--- src/rtl/timer_pkg.sv ---
// Shared BCD constants and helpers for the stopwatch/timer datapath.
package timer_pkg;

  localparam int BCD_W = 4;
  localparam logic [BCD_W-1:0] BCD_MAX = 4'd9;
  localparam int MAX_DIGITS = 8;

  function automatic logic is_bcd(input logic [BCD_W-1:0] nibble);
    return nibble <= BCD_MAX;
  endfunction

  // True when each of the lowest n digits of value equals digit.
  function automatic logic bcd_all(input logic [MAX_DIGITS*BCD_W-1:0] value,
                                   input logic [BCD_W-1:0] digit,
                                   input int n);
    logic hit;
    hit = 1'b1;
    for (int i = 0; i < MAX_DIGITS; i++) begin
      if (i < n && value[i*BCD_W +: BCD_W] != digit) hit = 1'b0;
    end
    return hit;
  endfunction

endpackage

--- src/rtl/bcd_updown_counter_if.sv ---
// Command/status bundle between the timebase, the BCD counter and the display mux.
interface bcd_updown_counter_if #(parameter int DIGITS = 4);

  logic                  En;
  logic                  Up;
  logic                  Clear;
  logic                  Load;
  logic [4*DIGITS-1:0]   LoadVal;
  logic                  Lap;
  logic [4*DIGITS-1:0]   Count;
  logic [4*DIGITS-1:0]   LapValue;
  logic                  Rollover;
  logic                  AtMax;
  logic                  AtZero;
  logic                  LoadErr;

  modport master (
    output En, Up, Clear, Load, LoadVal, Lap,
    input  Count, LapValue, Rollover, AtMax, AtZero, LoadErr
  );

  modport slave (
    input  En, Up, Clear, Load, LoadVal, Lap,
    output Count, LapValue, Rollover, AtMax, AtZero, LoadErr
  );

endinterface

--- src/rtl/bcd_digit.sv ---
// One decimal digit of the cascade: clear, validated load, and up/down step.
module bcd_digit
  import timer_pkg::*;
(
  input  logic             Clk,
  input  logic             Reset,
  input  logic             clr,
  input  logic             ld,
  input  logic [BCD_W-1:0] ld_val,
  input  logic             step,
  input  logic             up,
  output logic [BCD_W-1:0] value,
  output logic             carry_out
);

  logic [BCD_W-1:0] next_val;

  // Codes above 9 only appear through a fault; they carry like 9 and step to 0.
  assign carry_out = up ? (value >= BCD_MAX) : (value == '0);

  always_comb begin
    next_val = value;
    if (clr) begin
      next_val = '0;
    end else if (ld) begin
      next_val = is_bcd(ld_val) ? ld_val : '0;
    end else if (step) begin
      if (up) begin
        next_val = (value >= BCD_MAX) ? '0 : value + 4'd1;
      end else if (value == '0) begin
        next_val = BCD_MAX;
      end else if (value > BCD_MAX) begin
        next_val = '0;
      end else begin
        next_val = value - 4'd1;
      end
    end
  end

  always_ff @(posedge Clk or posedge Reset) begin
    if (Reset) value <= '0;
    else       value <= next_val;
  end

endmodule

--- src/rtl/bcd_updown_counter.sv ---
// Parametrised BCD up/down counter with lap capture, wrap/saturate limit and load validation.
module bcd_updown_counter
  import timer_pkg::*;
#(
  parameter int DIGITS = 4,
  parameter bit WRAP   = 1'b1
)(
  input logic Clk,
  input logic Reset,
  bcd_updown_counter_if.slave bus
);

  localparam int W  = BCD_W * DIGITS;
  localparam int PW = MAX_DIGITS * BCD_W;

  logic [DIGITS-1:0] carry;
  logic [DIGITS-1:0] step;
  logic [W-1:0]      count;
  logic [W-1:0]      lap_q;
  logic              rollover_q;
  logic              load_err_q;
  logic              at_limit;
  logic              wrap_evt;
  logic              step_en;
  logic              load_bad;

  // Every digit carrying means the whole count sits at all-9s (up) or all-0s (down).
  assign at_limit = &carry;
  assign wrap_evt = bus.En && at_limit;
  assign step_en  = bus.En && (WRAP || !at_limit);

  for (genvar k = 0; k < DIGITS; k++) begin : g_digit
    if (k == 0) begin : g_first
      assign step[k] = step_en;
    end else begin : g_rest
      assign step[k] = step[k-1] && carry[k-1];
    end

    bcd_digit u_digit (
      .Clk       (Clk),
      .Reset     (Reset),
      .clr       (bus.Clear),
      .ld        (bus.Load),
      .ld_val    (bus.LoadVal[k*BCD_W +: BCD_W]),
      .step      (step[k]),
      .up        (bus.Up),
      .value     (count[k*BCD_W +: BCD_W]),
      .carry_out (carry[k])
    );
  end

  always_comb begin
    load_bad = 1'b0;
    for (int i = 0; i < DIGITS; i++) begin
      if (!is_bcd(bus.LoadVal[i*BCD_W +: BCD_W])) load_bad = 1'b1;
    end
  end

  // Status pulses follow the same Clear > Load > En priority as the digits.
  always_ff @(posedge Clk or posedge Reset) begin
    if (Reset) begin
      rollover_q <= 1'b0;
      load_err_q <= 1'b0;
    end else if (bus.Clear) begin
      rollover_q <= 1'b0;
      load_err_q <= 1'b0;
    end else if (bus.Load) begin
      rollover_q <= 1'b0;
      load_err_q <= load_bad;
    end else begin
      rollover_q <= WRAP && wrap_evt;
      load_err_q <= 1'b0;
    end
  end

  always_ff @(posedge Clk or posedge Reset) begin
    if (Reset)        lap_q <= '0;
    else if (bus.Lap) lap_q <= count;
  end

  assign bus.Count    = count;
  assign bus.LapValue = lap_q;
  assign bus.Rollover = rollover_q;
  assign bus.LoadErr  = load_err_q;
  assign bus.AtMax    = bcd_all(PW'(count), BCD_MAX, DIGITS);
  assign bus.AtZero   = bcd_all(PW'(count), '0, DIGITS);

endmodule

--- src/flat_wrapper.sv ---
// flat-port wrapper written by rule: the top's interface ports become plain ports
module bcd_updown_counter_flat import timer_pkg::*;
#(
  parameter int DIGITS = 4,
  parameter bit WRAP   = 1'b1
)
  (Clk, Reset, bus_En, bus_Up, bus_Clear, bus_Load, bus_LoadVal, bus_Lap, bus_Count, bus_LapValue, bus_Rollover, bus_AtMax, bus_AtZero, bus_LoadErr);
  bcd_updown_counter_if #(.DIGITS(DIGITS)) bus_i ();
  input logic Clk;
  input logic Reset;
  input wire logic [$bits(bus_i.En)-1:0] bus_En;
  input wire logic [$bits(bus_i.Up)-1:0] bus_Up;
  input wire logic [$bits(bus_i.Clear)-1:0] bus_Clear;
  input wire logic [$bits(bus_i.Load)-1:0] bus_Load;
  input wire logic [$bits(bus_i.LoadVal)-1:0] bus_LoadVal;
  input wire logic [$bits(bus_i.Lap)-1:0] bus_Lap;
  output wire logic [$bits(bus_i.Count)-1:0] bus_Count;
  output wire logic [$bits(bus_i.LapValue)-1:0] bus_LapValue;
  output wire logic [$bits(bus_i.Rollover)-1:0] bus_Rollover;
  output wire logic [$bits(bus_i.AtMax)-1:0] bus_AtMax;
  output wire logic [$bits(bus_i.AtZero)-1:0] bus_AtZero;
  output wire logic [$bits(bus_i.LoadErr)-1:0] bus_LoadErr;
  assign bus_i.En = bus_En;
  assign bus_i.Up = bus_Up;
  assign bus_i.Clear = bus_Clear;
  assign bus_i.Load = bus_Load;
  assign bus_i.LoadVal = bus_LoadVal;
  assign bus_i.Lap = bus_Lap;
  assign bus_Count = bus_i.Count;
  assign bus_LapValue = bus_i.LapValue;
  assign bus_Rollover = bus_i.Rollover;
  assign bus_AtMax = bus_i.AtMax;
  assign bus_AtZero = bus_i.AtZero;
  assign bus_LoadErr = bus_i.LoadErr;
  bcd_updown_counter #(.DIGITS(DIGITS), .WRAP(WRAP)) u_core (.Clk(Clk), .Reset(Reset), .bus(bus_i));
endmodule
--- config.mk ---
export PLATFORM = sky130hd
export DESIGN_NAME = bcd_updown_counter_flat
export DESIGN_NICKNAME = d
export VERILOG_FILES = /design/src/rtl/timer_pkg.sv /design/src/rtl/bcd_updown_counter_if.sv /design/src/rtl/bcd_digit.sv /design/src/rtl/bcd_updown_counter.sv /design/src/flat_wrapper.sv
export SDC_FILE = /design/constraint.sdc
export NUM_CORES = 1
export LEC_CHECK = 0
export CORE_UTILIZATION = 50
export CTS_CLUSTER_DIAMETER = 150
export DETAILED_ROUTE_END_ITERATION = 8
export PLACE_DENSITY = 0.82
export SYNTH_ARGS = -nofsm -noshare
export SYNTH_HDL_FRONTEND = slang
export SYNTH_HIERARCHICAL = 1
export SYNTH_SLANG_ARGS = --single-unit
export TNS_END_PERCENT = 20
--- constraint.sdc ---
create_clock -name Clk -period 4.7 [get_ports Clk]
set_input_delay 1.175 -clock Clk [delete_from_list [all_inputs] [get_ports Clk]]
set_output_delay 1.175 -clock Clk [all_outputs]
set_load 0.03 [all_outputs]
==> impl_metrics.ini <==
[critical_path]
cp_max_fo = 16
worstPathRequired_ns = 3.52
path_class = reg -> out
worstPathArrival_ns = 2.46
path_cells = or4_4 -> nor4_2 -> clkdlybuf4s50_1
critPathSlowestCell = clkdlybuf4s50_1
start_kind = flip-flop
endpoint_kind = primary output
max_stage_delay_ns = 0.71

[placed_design]
post-place-cells = 423
routabilityCongestion = 0.904
port_buffers = 58
dp_hpwl_mm = 4.96
pre_cts_slack_ns = 1.09

[routing]
drc = 0
vias = 2625
vias_per_cell = 6.10
drt-initial-drc-count = 338
wire_per_inst_um = 16.2
ant_nets = 0
drtPass1Iterations = 5
wl_mm = 6.95

[cts]
h-tree-depth = 2
hold_buffers = 0
clk_latency_ns = 0.28
cts_tree = yes
clock-sinks = 34
cts_buffers = 5
cts_setup_buffers = 0
root_buffer = clkbuf_8
post_cts_resized = 0
clockBufferDepth = 2
clk_pin_slew_ns = 0.07

[grt]
track_usage_pct = 25.8
grt_pass1_vias = 2316
grt_overflow = 0
grt_pass1_wl_mm = 11.1
grt_max_degree = 39
antenna_found_initial = 0

[synth]
yosysSeqAreaShare_pct = 31.5
synth_cells = 312
avgSynthCellArea_um2 = 8.66
ys_types = 35
synth-edff-count = 0
synthesis.nets = 351
ys_warn_count = 6
synth_ff_type = dfrtp_1
yosys.area.top_type = dfrtp_1
synth-seq-cells = 34
syn_area_um2 = 2700
synthArstFlopShare_pct = 100
ys_top_cells_by_area = dfrtp_1, ha_1, mux2_2, a221oi_1, inv_1
netlist.area_leader.share_pct = 31.5

[timing]
period_minus_slack_ns = 3.64
rsz0062_at_grt = false
fin_ws_ns = 1.06
worst_pin_slew_ns = 1.22
post-route-period-util_pct = 77.4
clock_skew_ns = 0.00924
slew_viol_final = 0
maxSlewHeadroom_pct = 18.4
timing.fmax_ghz = 0.275
finalHoldViolCount = 0
tns_ns = 0
setup_violations = 0

[finish]
synthToLayoutAreaGrowth_pct = 24.8
finalNetCount = 399
fin_cells = 430
antenna_cells = 0
layout-drive-gt1-share_pct = 11.1

[floorplanning]
coreArea_um2 = 5170
die-area_um2 = 5700
rows = 26
start_util_pct = 52.2
die_y_um = 75.5
die_w_um = 75.5
ios = 59

[outcome]
outcome = complete, no violations

[power_and_ir_drop]
pwr-share-comb_pct = 34.0
total_power_uw = 844
swShare_pct = 35.9
clockPowerShare_pct = 24.3
seqPwrFrac_pct = 41.7
p_leak_nw = 1.35
p_switching_uw = 303
ir_drop_mv = 0.107
p_int_uw = 541
pwr_density_cell_nw_per_um2 = 250

[worst_hold_path]
min_path_type = reg -> reg

[job]
cap_violations = 0
==> flip-flops by register name, indices dropped and copies added (netlist names) <==
register                      flops
u_core/bus.LoadErr                1
u_core/bus.LapValue              16
u_core/bus.Rollover               1
u_core/g_digit.u_digit/value     16
==> power groups by stage <==
stage / Combinational, mW / Clock, mW / Sequential (mW)
5_1_grt: 0.310 / 0.220 / 0.358
3_5_place_dp: 0.283 / 0 / 0.358
4_1_cts: 0.284 / 0.210 / 0.352
3_3_place_gp: 0.278 / 0 / 0.357
6_report: 0.287 / 0.205 / 0.352
2_1_floorplan: 0.150 / 0 / 0.385
==> synth_stat cells, drive strengths merged, types with 2 or more instances <==
master / number
and3: 2
a221oi: 16
nand4: 2
a31oi: 4
ha: 16
nor2: 25
nor3b: 8
o31a: 4
o21ai: 24
a311o: 4
or4: 4
o21a: 4
nor2b: 4
inv: 29
nand2b: 13
a211oi: 4
buf: 18
nand2: 24
dfrtp: 34
nor4: 2
o211ai: 8
a211o: 8
nor3: 8
a21oi: 16
mux2: 16
o31ai: 12
==> cell families after synthesis <==
kind of cell,after synthesis,share of synthesized area (%)
AND/OR/NAND/NOR,94,19.7
buffers and inverters,47,7.18
flip-flops,34,31.5
multiplexers,16,6.67
AO/OA/AOI/OAI,105,27.5
adder cells (fa/ha/maj),16,7.41
==> worst paths after layout <==
path	from	to	slack (ns)	depth (start not counted)
max	u_core/g_digit[1].u_digit/value[2]	bus_AtZero	1.06	3
max reg2reg	u_core/g_digit[0].u_digit/value[0]	u_core/g_digit[3].u_digit/value[0]	2.14	10
min	u_core/bus.LapValue[10]	u_core/bus.LapValue[10]	0.50	1
max in group asynchronous	Reset	u_core/bus.LapValue[11]	2.58	2
min in group asynchronous	Reset	u_core/g_digit[1].u_digit/value[1]	1.36	2
min reg2reg	u_core/bus.LapValue[10]	u_core/bus.LapValue[10]	0.50	1
==> cell usage in the layout (no fill, tap or decap), drive strengths merged, types with 12 or more instances in the layout <==
master	netlist	layout
a21oi	16	16
dfrtp	34	34
o31ai	12	12
o21ai	24	24
ha	16	16
nor2	25	25
nand2	24	24
clkdlybuf4s50	0	58
nand2b	13	13
a221oi	16	16
mux2	16	16
inv	29	29
==> stage by stage <==
stage,hold slack (ns),utilization [%],cell area (um2)
2_1_floorplan,0.720,-,2700
3_3_place_gp,0.490,63.7,3290
3_5_place_dp,0.494,63.7,3290
4_1_cts,0.511,65.2,3370
5_1_grt,0.516,65.2,3370
6_report,0.504,65.2,3370
==> layout make-up <==
cell class                 instances  area [um2]
inverter                          29         109
clock inverter                     2        10.0
fill                             446        1800
sequential                        34         851
clock buffer                       5        68.8
tap                               70        87.6
timing repair buffer              59         588
multi-input combinational        231        1660
==> per-layer routing <==
| layer | track usage, % | share of wire, % |
|---|---|---|
| met1 | 35.8 | 44 |
| met2 | 42.1 | 46 |
| met3 | 3.44 | 7.9 |
| met4 | 7.61 | 1.3 |
| met5 | 0 | 0 |
==> worst max-delay path, delay by kind of cell, from the launching register on <==
kind          cells  cell delay [ns]
simple gates      2             0.91
buf+inv           1             0.71
flops             1             0.56
No activity file was read; power rests on OpenSTA's default activity.
